File: config.mk
export PLATFORM = sky130hd
export DESIGN_NAME = lbp_stream_engine
export DESIGN_NICKNAME = d
export VERILOG_FILES = /design/src/rtl/lbp_pkg.sv /design/src/rtl/lbp_code.sv /design/src/rtl/lbp_stream_engine.sv
export SDC_FILE = /design/constraint.sdc
export NUM_CORES = 1
export LEC_CHECK = 0
export BUFFER_PORTS_ARGS = -buffer_cell sky130_fd_sc_hd__buf_4
export CAP_MARGIN = 20
export CORE_ASPECT_RATIO = 1.5
export CORE_MARGIN = 2
export CORE_UTILIZATION = 56
export CTS_CLUSTER_DIAMETER = 150
export DETAILED_ROUTE_END_ITERATION = 6
export PLACE_DENSITY = 0.87
export SETUP_SLACK_MARGIN = 0.02
export SYNTH_ARGS = -nofsm -noshare
export SYNTH_HDL_FRONTEND = slang
export SYNTH_SLANG_ARGS = --single-unit
File: constraint.sdc
create_clock -name clk -period 3.2 [get_ports clk]
set_input_delay 0.16 -clock clk [delete_from_list [all_inputs] [get_ports clk]]
set_output_delay 0.16 -clock clk [all_outputs]
set_load 0.005 [all_outputs]
File: src/rtl/lbp_pkg.sv
// Shared types and constants for the LBP stream engine.
package lbp_pkg;

    typedef enum logic [2:0] {
        IDLE,
        FILL,
        SHIFT,
        EMIT,
        ZERO,
        DONE
    } state_t;

    localparam logic [1:0] MODE_GE     = 2'd0;
    localparam logic [1:0] MODE_GE_THR = 2'd1;
    localparam logic [1:0] MODE_LT     = 2'd2;

    // Window slot feeding each code bit; window is stored column-major.
    localparam int NB_IDX [8] = '{0, 3, 6, 1, 7, 2, 5, 8};
    localparam int CENTER     = 4;

endpackage

File: src/rtl/lbp_code.sv
// Combinational 3x3 LBP code from a column-major window.
module lbp_code
    import lbp_pkg::*;
#(
    parameter int DW = 8
) (
    input  logic [8:0][DW-1:0] win,
    input  logic [1:0]         mode,
    input  logic [DW-1:0]      thr,
    output logic [7:0]         code
);

    logic [DW:0] ctr;
    logic [DW:0] sum;
    logic [DW:0] nb;

    // Extra bit on the sum: an overflowing c+thr can never be reached.
    always_comb begin
        ctr  = {1'b0, win[CENTER]};
        sum  = ctr + {1'b0, thr};
        nb   = '0;
        code = '0;
        for (int i = 0; i < 8; i++) begin
            nb = {1'b0, win[NB_IDX[i]]};
            case (mode)
                MODE_GE_THR: code[i] = (nb >= sum);
                MODE_LT:     code[i] = (nb < ctr);
                default:     code[i] = (nb >= ctr);
            endcase
        end
    end

endmodule

File: src/rtl/lbp_stream_engine.sv
// Streaming 3x3 LBP engine: gray memory in, one code per pixel out
// via valid/ready, with optional zero-coded border pixels.
module lbp_stream_engine
    import lbp_pkg::*;
#(
    parameter int IMG_W       = 128,
    parameter int IMG_H       = 128,
    parameter int DW          = 8,
    parameter int BORDER_ZERO = 0,
    localparam int AW         = $clog2(IMG_W * IMG_H)
) (
    input  logic          clk,
    input  logic          reset_n,
    input  logic          gray_ready,
    output logic          gray_req,
    output logic [AW-1:0] gray_addr,
    input  logic [DW-1:0] gray_data,
    input  logic [1:0]    mode,
    input  logic [DW-1:0] thr,
    output logic          lbp_valid,
    input  logic          lbp_ready,
    output logic [AW-1:0] lbp_addr,
    output logic [7:0]    lbp_data,
    output logic          finish
);

    localparam logic [AW-1:0] W       = AW'(IMG_W);
    localparam logic [AW-1:0] W_M1    = AW'(IMG_W - 1);
    localparam logic [AW-1:0] W2_M1   = AW'(2 * IMG_W - 1);
    localparam logic [AW-1:0] LAST    = AW'(IMG_W * IMG_H - 1);
    localparam logic [AW-1:0] COL_END = AW'(IMG_W - 2);
    localparam logic [AW-1:0] ROW_END = AW'(IMG_H - 2);
    localparam logic [AW-1:0] ONE     = AW'(1);
    localparam logic [AW-1:0] TWO     = AW'(2);

    state_t               state;
    logic [1:0]           mode_q;
    logic [DW-1:0]        thr_q;
    logic [AW-1:0]        row;
    logic [AW-1:0]        col;
    logic [AW-1:0]        row_base;
    logic [AW-1:0]        zend;
    logic                 zlast;
    logic [3:0]           rd_cnt;
    logic [3:0]           cap_idx;
    logic                 pend;
    logic [8:0][DW-1:0]   win;
    logic [8:0][DW-1:0]   cwin;
    logic [7:0]           code;
    logic                 hs;
    logic                 loading;

    assign hs      = lbp_valid & lbp_ready;
    assign loading = (state == FILL) || (state == SHIFT);

    // The last capture always lands in slot 8, so the code is taken
    // from the incoming word and registered in the same edge.
    always_comb begin
        cwin    = win;
        cwin[8] = gray_data;
    end

    lbp_code #(.DW(DW)) u_code (
        .win  (cwin),
        .mode (mode_q),
        .thr  (thr_q),
        .code (code)
    );

    always_ff @(posedge clk or negedge reset_n) begin
        if (!reset_n) begin
            state     <= IDLE;
            mode_q    <= '0;
            thr_q     <= '0;
            row       <= '0;
            col       <= '0;
            row_base  <= '0;
            zend      <= '0;
            zlast     <= 1'b0;
            rd_cnt    <= '0;
            cap_idx   <= '0;
            pend      <= 1'b0;
            win       <= '0;
            gray_req  <= 1'b0;
            gray_addr <= '0;
            lbp_valid <= 1'b0;
            lbp_addr  <= '0;
            lbp_data  <= '0;
            finish    <= 1'b0;
        end else begin
            pend <= gray_req;
            if (loading && pend) begin
                win[cap_idx] <= gray_data;
                cap_idx      <= cap_idx + 4'd1;
            end
            case (state)
                IDLE: begin
                    if (gray_ready) begin
                        mode_q   <= mode;
                        thr_q    <= thr;
                        row      <= ONE;
                        col      <= ONE;
                        row_base <= W;
                        if (BORDER_ZERO != 0) begin
                            state     <= ZERO;
                            zend      <= W;
                            zlast     <= 1'b0;
                            lbp_valid <= 1'b1;
                            lbp_addr  <= '0;
                            lbp_data  <= '0;
                        end else begin
                            state     <= FILL;
                            gray_req  <= 1'b1;
                            gray_addr <= '0;
                            rd_cnt    <= 4'd0;
                            cap_idx   <= 4'd0;
                        end
                    end
                end
                FILL, SHIFT: begin
                    if (gray_req) begin
                        if (rd_cnt == 4'd8) begin
                            gray_req <= 1'b0;
                        end else begin
                            rd_cnt <= rd_cnt + 4'd1;
                            // Walk down a column, then hop to the next top.
                            if (rd_cnt == 4'd2 || rd_cnt == 4'd5)
                                gray_addr <= gray_addr - W2_M1;
                            else
                                gray_addr <= gray_addr + W;
                        end
                    end
                    if (pend && cap_idx == 4'd8) begin
                        state     <= EMIT;
                        lbp_valid <= 1'b1;
                        lbp_addr  <= row_base + col;
                        lbp_data  <= code;
                    end
                end
                EMIT: begin
                    if (hs) begin
                        lbp_valid <= 1'b0;
                        if (col < COL_END) begin
                            state     <= SHIFT;
                            col       <= col + ONE;
                            win[5:0]  <= win[8:3];
                            gray_req  <= 1'b1;
                            gray_addr <= row_base - W + col + TWO;
                            rd_cnt    <= 4'd6;
                            cap_idx   <= 4'd6;
                        end else if (row < ROW_END) begin
                            row      <= row + ONE;
                            row_base <= row_base + W;
                            col      <= ONE;
                            if (BORDER_ZERO != 0) begin
                                state     <= ZERO;
                                zend      <= row_base + W;
                                zlast     <= 1'b0;
                                lbp_valid <= 1'b1;
                                lbp_addr  <= row_base + W_M1;
                                lbp_data  <= '0;
                            end else begin
                                state     <= FILL;
                                gray_req  <= 1'b1;
                                gray_addr <= row_base;
                                rd_cnt    <= 4'd0;
                                cap_idx   <= 4'd0;
                            end
                        end else if (BORDER_ZERO != 0) begin
                            state     <= ZERO;
                            zend      <= LAST;
                            zlast     <= 1'b1;
                            lbp_valid <= 1'b1;
                            lbp_addr  <= row_base + W_M1;
                            lbp_data  <= '0;
                        end else begin
                            state    <= DONE;
                            finish   <= 1'b1;
                            lbp_addr <= '0;
                            lbp_data <= '0;
                        end
                    end
                end
                ZERO: begin
                    if (hs) begin
                        if (lbp_addr == zend) begin
                            lbp_valid <= 1'b0;
                            lbp_data  <= '0;
                            if (zlast) begin
                                state    <= DONE;
                                finish   <= 1'b1;
                                lbp_addr <= '0;
                            end else begin
                                state     <= FILL;
                                gray_req  <= 1'b1;
                                gray_addr <= row_base - W;
                                rd_cnt    <= 4'd0;
                                cap_idx   <= 4'd0;
                            end
                        end else begin
                            lbp_addr <= lbp_addr + ONE;
                        end
                    end
                end
                default: ;
            endcase
        end
    end

endmodule

Yosys cells after proc, flatten, opt, wreduce, memory -nomap -nowiden
Cells that the tools add are included.

Bits of input ports: 22. Flip-flop bits (word level): 175.

$lt $le $gt $ge: 28. Equality and inequality tests: 25. Bitwise logic cells: 1. Add/subtract/negate cells: 13. Reduce and logical (&&, ||, !) cells: 21. Muxes and demuxes: 105.

Operator list (count): 14-bit 2-to-1 mux (28); 48-bit 2-to-1 mux (4); 14-bit one-hot mux with 2 select lines (3); 72-bit bitwise mux (1); 8-bit by 9-bit >= comparator with 1-bit output (8); 4-bit 2-to-1 mux (17); 8-bit >= comparator (8); 8-bit < comparator (8); 8-bit 2-to-1 mux (7); 14-bit one-hot mux with 4 select lines (1); 14-bit by 1-bit adder with 14-bit output (second input constant) (3); 14-bit one-hot mux with 3 select lines (1); 8-bit demux with 4-bit select (1); 14-bit adder (2); 14-bit by 8-bit adder with 14-bit output (second input constant) (2); 14-bit by 7-bit < comparator with 1-bit output (second input constant) (2); 7-bit AND reduction (4); 14-bit by 8-bit subtractor with 14-bit output (second input constant) (2); 3-bit 2-to-1 mux (8); 2-bit != test (second input constant) (12); 8-bit one-hot mux with 3 select lines (1); 1-bit 2-to-1 mux (19); 1-bit one-hot mux with 2 select lines (9); 4-bit one-hot mux with 4 select lines (1); other kinds (32) (41).

Logic depth before layout (Yosys ltp)
Gate-level depths: netlist of the first run.

Word-level depth: 9. Depth in mapped cells: 14. Gate-level depth less buffers: 14.

By module
From an unflattened synthesis of the first run, not the netlist that was laid out.

Cell total of the unflattened synthesis: 1359. Area total of the unflattened synthesis: 12563.3 um^2.

By module, submodules not included: lbp_stream_engine (area an instance 9270.1 um^2, instances 1, cells each 946); lbp_code (area an instance 3293.2 um^2, instances 1, cells each 413).

Least setup slack after synthesis of the first run
Ideal clock, no wire load.

Kind: register -> register. Start point: reg win, in the netlist cwin[32]. End point: reg lbp_data[3]. Library setup time: 130 ps. Arrival time: 3120 ps. Required time: 3070 ps. Slack: -50 ps. Stages on the path, launching flop included: 14. Cells stage by stage: dfrtp_1 > ha_1 > a21o_1 > a21oi_1 > nor2b_1 > o21a_1 > o31ai_1 > xor2_1 > ha_1 > a32oi_1 > o21ai_0 > maj3_1 > nor4_1 > o31ai_1.

Word-level cells in the longest chain between the ends: 5. Elaborated cells between the ends (all ways): 7. Classes of those cells: add/sub (1); order compare (3); mux (3).

Ends and longest elaborated chain: from (decl) (RTL line lbp_stream_engine.sv:47) `logic [8:0][DW-1:0] win;`; from (signal, indexed assignment) (RTL line lbp_stream_engine.sv:93) `win[cap_idx] <= gray_data;`; 8-bit by 8-bit adder with 9-bit output (RTL line lbp_code.sv:20) `sum = ctr + {1'b0, thr};`; 8-bit by 9-bit >= comparator with 1-bit output (RTL line lbp_code.sv:26) `MODE_GE_THR: code[i] = (nb >= sum);`; 1-bit one-hot mux with 2 select lines * (RTL line lbp_code.sv:25) `case (mode)`; 8-bit 2-to-1 mux * (RTL line lbp_stream_engine.sv:133) `if (pend && cap_idx == 4'd8) begin`; 8-bit one-hot mux with 3 select lines * (RTL line lbp_stream_engine.sv:96) `case (state)`; to (signal assigned) (RTL line lbp_stream_engine.sv:137) `lbp_data <= code;`; to (decl) (RTL line lbp_stream_engine.sv:23) `output logic [7:0] lbp_data,`.

Mark *: on every way between the ends. The rest lies on a longest branch, timed or not. The select of a mux whose other input is x is not followed. A chain may end at the register's enable or synchronous reset.

Final worst setup path of the first run
Start point: reg thr_q[0]. End point: reg lbp_data[1].

Word-level cells in the longest chain between the ends: 5.

Ends and longest elaborated chain: from (decl) (RTL line lbp_stream_engine.sv:38) `logic [DW-1:0] thr_q;`; from (signal assigned) (RTL line lbp_stream_engine.sv:100) `thr_q <= thr;`; 8-bit by 8-bit adder with 9-bit output (RTL line lbp_code.sv:20); 8-bit by 9-bit >= comparator with 1-bit output (RTL line lbp_code.sv:26); 1-bit one-hot mux with 2 select lines (RTL line lbp_code.sv:25); 8-bit 2-to-1 mux (RTL line lbp_stream_engine.sv:133); 8-bit one-hot mux with 3 select lines (RTL line lbp_stream_engine.sv:96).

No other way between the ends. The select of a mux whose other input is x is not followed.

==> results of run 1 <==
==> per-layer routing <==
layer	vias up	part of all wire, %
met5	-	0
met4	0	8.6
met3	272	9.2
met2	705	48
met1	5238	34
li1	4758	-
==> final timing paths <==
| path | endpoint | cells after the start |
|---|---|---|
| setup / recovery | lbp_data[1] | 12 |
| hold / removal | cwin[61] | 2 |
| setup reg to reg | lbp_data[1] | 12 |
| hold reg to reg | finish | 1 |
| max in group asynchronous | lbp_valid | 3 |
| min in group asynchronous | cwin[9] | 2 |
==> kinds of logic after synthesis <==
kind of cell | count (synthesis) | share of synthesized area (%)
AND/OR/NAND/NOR | 367 | 15.2
XOR/XNOR | 48 | 3.53
AO/OA/AOI/OAI | 314 | 16.9
adder cells (fa/ha/maj) | 169 | 17.8
multiplexers | 86 | 7.55
other | 1 | 0.0315
buffers and inverters | 102 | 3.74
flip-flops | 168 | 35.3
==> metrics by stage <==
| step | instances | TNS (ns) | utilization, % | cell area [sq um] | hold WS, ns |
|---|---|---|---|---|---|
| final | 1618 | -1.04 | 65.9 | 13800 | 0.127 |
| after global routing | 1618 | -1.68 | 65.9 | 13800 | 0.104 |
| after CTS | 1612 | 0 | 64.9 | 13600 | 0.0982 |
| after detailed placement | 1565 | -0.300 | 60.8 | 12800 | 0.193 |
| after global placement | 1565 | -0.00230 | 60.8 | 12800 | 0.200 |
| after floorplan | 1255 | 0 | - | 11900 | -0.136 |
==> sequential cells by signal, summed over array words and instances, names as in the netlist, 3 cells and up <==
register,count
win,8
state,3
col,14
row_base,7
lbp_data,8
rd_cnt,4
row,14
cwin,64
cap_idx,4
lbp_addr,14
gray_addr,14
thr_q,8
==> area by class of cell <==
| type | count | area share (%) |
|---|---|---|
| flip-flops and latches | 168 | 30.4 |
| clock inverters | 14 | 1.33 |
| multi-input cells | 985 | 54.5 |
| well taps | 268 | 2.42 |
| inverters | 51 | 1.38 |
| repair buffers | 114 | 6.84 |
| clock buffers | 18 | 3.17 |
==> critical path, delay by kind of cell, from the launching register on <==
| family | cells | cell delay (ns) |
|---|---|---|
| AOI/OAI and AO/OA | 5 | 0.70 |
| xor gates and xnor gates | 1 | 0.66 |
| adders and majority gates | 4 | 1.28 |
| buffers and inverters | 1 | 0.06 |
| DFF | 1 | 0.35 |
| and+or+nand+nor | 1 | 0.28 |
==> repair_timing <==
action | in CTS | in global routing
hold endpoints to repair | 73 | 0
hold buffers | 12 | 0
gates resized for setup | 18 | 34
endpoints found under the setup margin | 7 | 8
buffers inserted | 4 | 6
pin swaps | 12 | 19
==> layout by cell type, fill, tap and decap left out, drive strengths merged, types with 12 or more instances in the layout <==
cell type    Yosys  routed
dfrtp          168     168
ha             163     163
nor2           125     125
a21oi          104     104
buf             23     102
nand2           80      80
o21ai           74      74
inv             50      56
mux2i           55      55
nand4           32      32
nand3           31      31
mux2            31      31
xor2            28      28
xnor2           20      20
clkbuf          28      18
nor2b           16      16
nand2b          15      15
a22o            15      15
a21o            13      13
and3            13      13
o211ai          12      12
dlygate4sd3      0      12
==> qor.txt, run 1 <==
First-pass GRT wire length: 57000 microns
FF+latch area: 4210 sq um
Diode count: 0
Vias per cell: 6.78
Failing checks: setup timing
Gpl congestion: 0.949
Final net count: 1524
Full die area: 22500 sq um
Die width: 123 microns
Final min period: 3.46 ns
H-tree levels: 4
Clk slew on worst S/H paths: 0.07 ns
Core Box Area: 21000 sq um
Mapped Cells: 1255
TritonRoute pass-1 iters: 6
Average routed wire per standard cell: 23.1 microns
HP Start: gray_data[5]
GR peak layer: met2
Count leader, synth: dfrtp_1
Vias in the first global route: 10.9k
Syn Nets: 1442
GRT met1 Usage: 36.4%
Gr usage total: 33.1%
Flops & latches, synth: 168
Top cell type's share of synthesized area: 35.3%
RSZ-0062 raised after global routing: true
Post-Place Setup Slack: -0.0736 ns
Fin crit share: 108%
Die H: 183 microns
IO Pins: 61
Port buffer count: 60
Critical Path RT: 3.51 ns
Max_slew headroom: 44.2%
Max Root-Sink Buffers: 2
Hpwl dp: 23800 microns
Slew Limit Fails: 0
Setup Skew: 0.0137 ns
Met2 Use GR: 55.3%
Worst-path cell chain: ha_1 > inv_1 > fa_2 > xor2_2 > ha_1 > a21oi_1 > o21ai_0 > a32oi_2 > o21ai_1 > maj3_2 > nor4_2 > o31ai_1
Worst setup SP type: flip-flop
Unique masters post-synth: 78
Least-Margin Pin Slew: 0.836 ns
Core Rows: 65
FF-to-FF Start: thr_q[0]
Post-Syn Area: 11900 sq um
Worst min path class: in2reg
Sequential fraction of the synthesis area: 35.3%
Critical setup path kind: reg2reg
CP Max Fanout: 5
Total Wirelength: 37300 microns
Endpoint type of the worst setup path: flip-flop
Post-synth EDFFs: 0
Synth area leaders: dfrtp_1 35%, ha_1 17%, mux2i_1 4.6%
Slowest CP cell: xor2_2
Outcome: finished, violations left
Initial Utilization: 56.8%
Synth warn: 15
Final Hold Fails: 0
Most instantiated cells after synthesis: 168 x dfrtp_1, 163 x ha_1, 124 x nor2_1, 104 x a21oi_1, 75 x nand2_1
Clock Root Buffer: clkbuf_16
Worst Setup SP: thr_q[0]
Synth-to-layout area growth: 16.1%
CTS buffer count: 17
Worst setup margin: -0.255 ns
Iteration-0 DRC Markers: 1132
Initial antenna violation count: 0
CTS Sinks: 168
Highest cell delay on the worst timing path: 0.66 ns
Top FF cell, synth: dfrtp_1
Maxcap violations: 0
Post-DRT Antenna Nets: 0
Syn_area_per_cell: 9.49 sq um
Synth area leader: dfrtp_1
Final setup fails: 7
Layout filler cell count: 1554
Fmax: 0.289 GHz
Clk_lat worst skew: 0.44 ns
Grt ovf: 0
Worst path most repeated cell: ha_1
WP data arrival: 3.77 ns
Multi-input gate area: 7530 sq um
M3 GR Usage: 8.41%
DRC viols: 0
R2R Setup Slk: -0.26 ns
CTS tree: built
Pin count of the biggest net entering global routing: 99
Async set or reset register ratio after synthesis: 100%
Vias post-DR: 11.0k
Layout cells sized above 1: 16.5%
Power of run 1 is not shown: default switching activity piles up to over one toggle a cycle in this logic, so the estimate is an artifact.
==> inputs of run 2 (changes only) <==
Settings changed: REMOVE_ABC_BUFFERS from default to 1.
==> qor.txt, run 2 (same netlist as run 1, synthesis figures left out) <==
Vias post-DR: 11.0k (+0.10%)
Clk slew on worst S/H paths: 0.07 ns (about the same)
RSZ-0062 raised after global routing: true
Critical setup path kind: reg2reg
CTS buffer count: 17 (unchanged)
Setup Skew: 0.0124 ns (-0.00127 ns)
Synth-to-layout area growth: 15.5%
Total Wirelength: 36500 microns (-2.1%)
DRC viols: 11 (+11)
Fmax: 0.289 GHz (about the same)
TritonRoute pass-1 iters: 7 (+1)
Full die area: 22500 sq um (unchanged)
Outcome: finished, violations left
Number of flip-flops in the largest register: 64 (unchanged)
Layout cells sized above 1: 16.1% (-0.39 points)
First-pass GRT wire length: 56900 microns (-0.12%)
Max Root-Sink Buffers: 2 (unchanged)
Post-DRT Antenna Nets: 0 (unchanged)
Final net count: 1532 (+0.52%)
Endpoint type of the worst setup path: flip-flop
Vias per cell: 6.76 (-0.39%)
Gpl congestion: 0.935 (-1.5%)
Maxcap violations: 0 (unchanged)
IO Pins: 61 (unchanged)
Grt ovf: 0 (unchanged)
Initial Utilization: 56.8% (unchanged)
Fin util: 65.6% (-0.33 points)
Die H: 183 microns (unchanged)
Vias in the first global route: 11.1k (+1.8%)
Worst min path class: in2reg
CP Max Fanout: 6 (+1)
Max_slew headroom: 25.1% (-19 points)
Iteration-0 DRC Markers: 1542 (+36%)
Critical Path RT: 3.52 ns (about the same)
Core Rows: 65 (unchanged)
CTS tree: built
Slew Limit Fails: 0 (unchanged)
Port buffer count: 60 (unchanged)
Average routed wire per standard cell: 22.5 microns (-2.6%)
Fin crit share: 108% (about the same)
Initial antenna violation count: 0 (unchanged)
R2R cell count: 14 (+2)
Least-Margin Pin Slew: 1.12 ns (+0.286 ns)
Core Box Area: 21000 sq um (unchanged)
Diode count: 0 (unchanged)
Worst setup SP type: flip-flop
CTS Sinks: 168 (unchanged)
Failing checks: DRC, setup timing
Hpwl dp: 23700 microns (-0.50%)
Die width: 123 microns (unchanged)
Final Hold Fails: 0 (unchanged)
Hold path depth: 2 (unchanged)
Commonest non-fill, non-tap cell in the layout: dfrtp_1
H-tree levels: 4 (unchanged)
Placed Cells incl. Taps: 1571 (+0.38%)
Most frequent cells in the layout: 168 x dfrtp_1, 155 x ha_1, 122 x nor2_1, 104 x buf_4, 103 x a21oi_1
Final std cells w/o fill: 1626 (+0.49%)
Clock Root Buffer: clkbuf_16
Worst setup margin: -0.258 ns (-0.00290 ns)
Clk_lat worst skew: 0.45 ns (about the same)
WP data arrival: 3.78 ns (about the same)
Final setup fails: 7 (unchanged)
Pin count of the biggest net entering global routing: 96 (-3.0%)
Final min period: 3.46 ns (+0.00290 ns)
Gr usage total: 32.8% (-0.36 points)
## run 2: cell count changes in the layout (fill, tap and decap cells not counted), sizes merged
cell	delta
buf	+8
bufinv	-2
clkbuf	-1
clkinv	+3
## run 2: critical path, cell delays in order (launching register included)
cell and delay [ns]:
dfrtp_1 0.39, ha_1 0.30, a21o_1 0.19, a21oi_2 0.15, nor2b_1 0.08, o21a_1 0.24
o31ai_2 0.27, xor2_1 0.22, buf_6 0.22, ha_4 0.22, a32oi_1 0.16, o21ai_1 0.09
maj3_2 0.34, nor4_4 0.32, o31ai_1 0.12
## run 2: path summary, 6_finish.rpt
check	from	slack (ns)	end
max	thr_q[1]	-0.26	lbp_data[1]
min	gray_data[0]	0.12	win[64]
max reg2reg	thr_q[1]	-0.26	lbp_data[1]
min reg2reg	finish	0.47	finish
max in group asynchronous	reset_n	1.93	lbp_addr[5]
min in group asynchronous	reset_n	0.41	cwin[3]
## run 2: layout make-up
| type | instances | area (sq um) |
|---|---|---|
| inverters | 51 | 191 |
| flip-flops and latches | 168 | 4200 |
| repair buffers | 122 | 986 |
| clock inverters | 15 | 141 |
| well taps | 268 | 335 |
| multi-input cells | 985 | 7480 |
| fillers | 1540 | 7220 |
| clock buffers | 17 | 425 |
## run 2: through the flow
stage,TNS [ns],area [sq um],hold slack [ns],setup slack (ns)
after floorplan,-0.233,11700,-0.136,-0.0506
after global placement,-0.942,12800,0.318,-0.247
after detailed placement,-1.47,12800,0.322,-0.377
after CTS,-0.361,13600,0.0884,-0.108
after global routing,-2.07,13800,0.125,-0.351
final,-1.51,13800,0.115,-0.258
## run 2: per-layer routing
layer | track usage, % | wire length [microns] | vias to the layer above | part of all wire [%]
met4 | 23.1 | 3340 | 0 | 9.1
met2 | 54.9 | 17700 | 708 | 48
li1 | - | - | 4789 | -
met5 | 0 | 0 | - | 0
met3 | 6.84 | 3360 | 308 | 9.2
met1 | 36.4 | 12100 | 5179 | 33
## run 2: timing repair
action / 4_1_cts / 5_1_grt
setup buffers: 1 / 10
gates resized for setup: 23 / 20
hold buffers: 12 / 0
pin swaps: 6 / 25
endpoints found under the hold margin: 104 / 0
endpoints found under the setup margin: 7 / 8
Power of run 2 is left out for the same reason.
==> inputs of run 3 (changes only) <==
Settings changed: RECOVER_POWER from default to 100, SKIP_LAST_GASP from default to 1.
==> qor.txt, run 3 (same netlist as run 1, synthesis figures left out) <==
CTS tree: built
Critical setup path kind: reg2reg
Vias post-DR: 11.0k (-0.15%)
Total Wirelength: 36600 microns (about the same)
Maxcap violations: 1 (+1)
Slew Limit Fails: 95 (+95)
CTS Sinks: 168 (unchanged)
First-pass GRT wire length: 56900 microns (unchanged)
Endpoint type of the worst setup path: flip-flop
Commonest non-fill, non-tap cell in the layout: dfrtp_1
Max_slew headroom: -64.9% (-90 points)
CTS buffer count: 17 (unchanged)
Core Rows: 65 (unchanged)
Worst setup SP type: flip-flop
Number of flip-flops in the largest register: 64 (unchanged)
Vias in the first global route: 11.1k (unchanged)
Clk slew on worst S/H paths: 0.07 ns (about the same)
Post-DRT Antenna Nets: 0 (unchanged)
Fin crit share: 109% (+0.68 points)
Clk_lat worst skew: 0.45 ns (about the same)
Failing checks: DRC, capacitance limit, slew limit, setup timing
Core Box Area: 21000 sq um (unchanged)
Final Hold Fails: 0 (unchanged)
WP data arrival: 3.81 ns (+0.03 ns)
Gr usage total: 32.8% (unchanged)
CP Max Fanout: 6 (unchanged)
Die H: 183 microns (unchanged)
Synth-to-layout area growth: 14.4%
Vias per cell: 6.74 (-0.15%)
DRC viols: 1 (-10)
Worst min path class: in2reg
Final setup fails: 15 (+8)
Layout cells sized above 1: 14.2% (-1.9 points)
Final net count: 1532 (unchanged)
TritonRoute pass-1 iters: 7 (unchanged)
Initial antenna violation count: 0 (unchanged)
Fmax: 0.287 GHz (-0.62%)
Port buffer count: 60 (unchanged)
Fin util: 64.9% (-0.66 points)
Iteration-0 DRC Markers: 1455 (-5.6%)
Pin count of the biggest net entering global routing: 96 (unchanged)
Gpl congestion: 0.935 (unchanged)
Most frequent cells in the layout: 168 x dfrtp_1, 155 x ha_1, 123 x nor2_1, 103 x a21oi_1, 76 x nand2_1
Clock Root Buffer: clkbuf_16
Max Root-Sink Buffers: 2 (unchanged)
H-tree levels: 4 (unchanged)
Post-Place Setup Slack: -0.377 ns (unchanged)
Worst setup margin: -0.280 ns (-0.0216 ns)
Hpwl dp: 23700 microns (unchanged)
Diode count: 0 (unchanged)
Outcome: finished, violations left
Least-Margin Pin Slew: 2.47 ns (+1.35 ns)
Critical Path RT: 3.53 ns (about the same)
Grt ovf: 0 (unchanged)
Average routed wire per standard cell: 22.5 microns (about the same)
Final min period: 3.48 ns (+0.0216 ns)
RSZ-0062 raised after global routing: true
Full die area: 22500 sq um (unchanged)
IO Pins: 61 (unchanged)
Setup Skew: 0.0108 ns (-0.00162 ns)
Die width: 123 microns (unchanged)
Initial Utilization: 56.8% (unchanged)
## run 3: cell types whose count changed in the layout (fill, tap and decap cells not counted), moves of 2 or more
cell      previous run  this run
clkbuf_1             0        19
clkbuf_4             0        29
clkbuf_2             0         4
buf_4              104        52
buf_2                0         2
a311oi_1             2         4
## run 3: timing repair
item | 4_1_cts | 5_1_grt
gates resized for setup | 23 | 20
pin swaps | 6 | 24
endpoints found under the hold margin | 104 | 0
setup endpoints to repair | 7 | 8
setup buffers | 1 | 10
hold buffers | 12 | 0
## run 3: per-stage QoR
step	hold WS, ns	std cells	cell area [sq um]	TNS (ns)
3_3_place_gp	0.318	1571	12800	-0.942
3_5_place_dp	0.322	1571	12800	-1.47
6_report	0.115	1626	13600	-1.66
4_1_cts	0.0884	1616	13600	-0.361
5_1_grt	0.125	1626	13600	-5.10
2_1_floorplan	-0.136	1204	11700	-0.233
## run 3: path summary, 6_finish.rpt
kind                                    from           to  slack (ns)  depth (start not counted)
max in group asynchronous            reset_n  lbp_addr[5]        0.54                          3
worst max-delay path                thr_q[1]  lbp_data[0]       -0.28                         15
min in group asynchronous            reset_n       row[8]        1.01                          2
worst min-delay path            gray_data[0]      win[64]        0.12                          2
worst min register to register        finish       finish        0.47                          1
worst max register to register      thr_q[1]  lbp_data[0]       -0.28                         15
## run 3: per-layer routing
layer,share of wire [%],vias up,global-route usage [%]
met5,0,-,0
met4,8.9,0,23.1
met3,9.0,295,6.84
met2,49,684,54.9
met1,34,5199,36.4
li1,-,4789,-
## run 3: cell type report
class | count | area (sq um)
fillers | 1571 | 7360
repair buffers | 122 | 883
well taps | 268 | 335
clock inverters | 15 | 141
inverters | 51 | 191
clock buffers | 17 | 425
flip-flops and latches | 168 | 4200
multi-input cells | 985 | 7450
## run 3: worst max-delay path, cell delays in order (launching register included)
cell,delay [ns]
dfrtp_1,0.39
ha_1,0.30
a21o_1,0.19
a21oi_2,0.16
nor2b_1,0.08
o21a_1,0.23
o31ai_2,0.27
xor2_1,0.22
buf_6,0.22
buf_4,0.15
ha_4,0.19
a32oi_1,0.14
o21ai_1,0.09
maj3_1,0.38
nor4_1,0.23
o31ai_1,0.10
Power of run 3 is left out for the same reason.
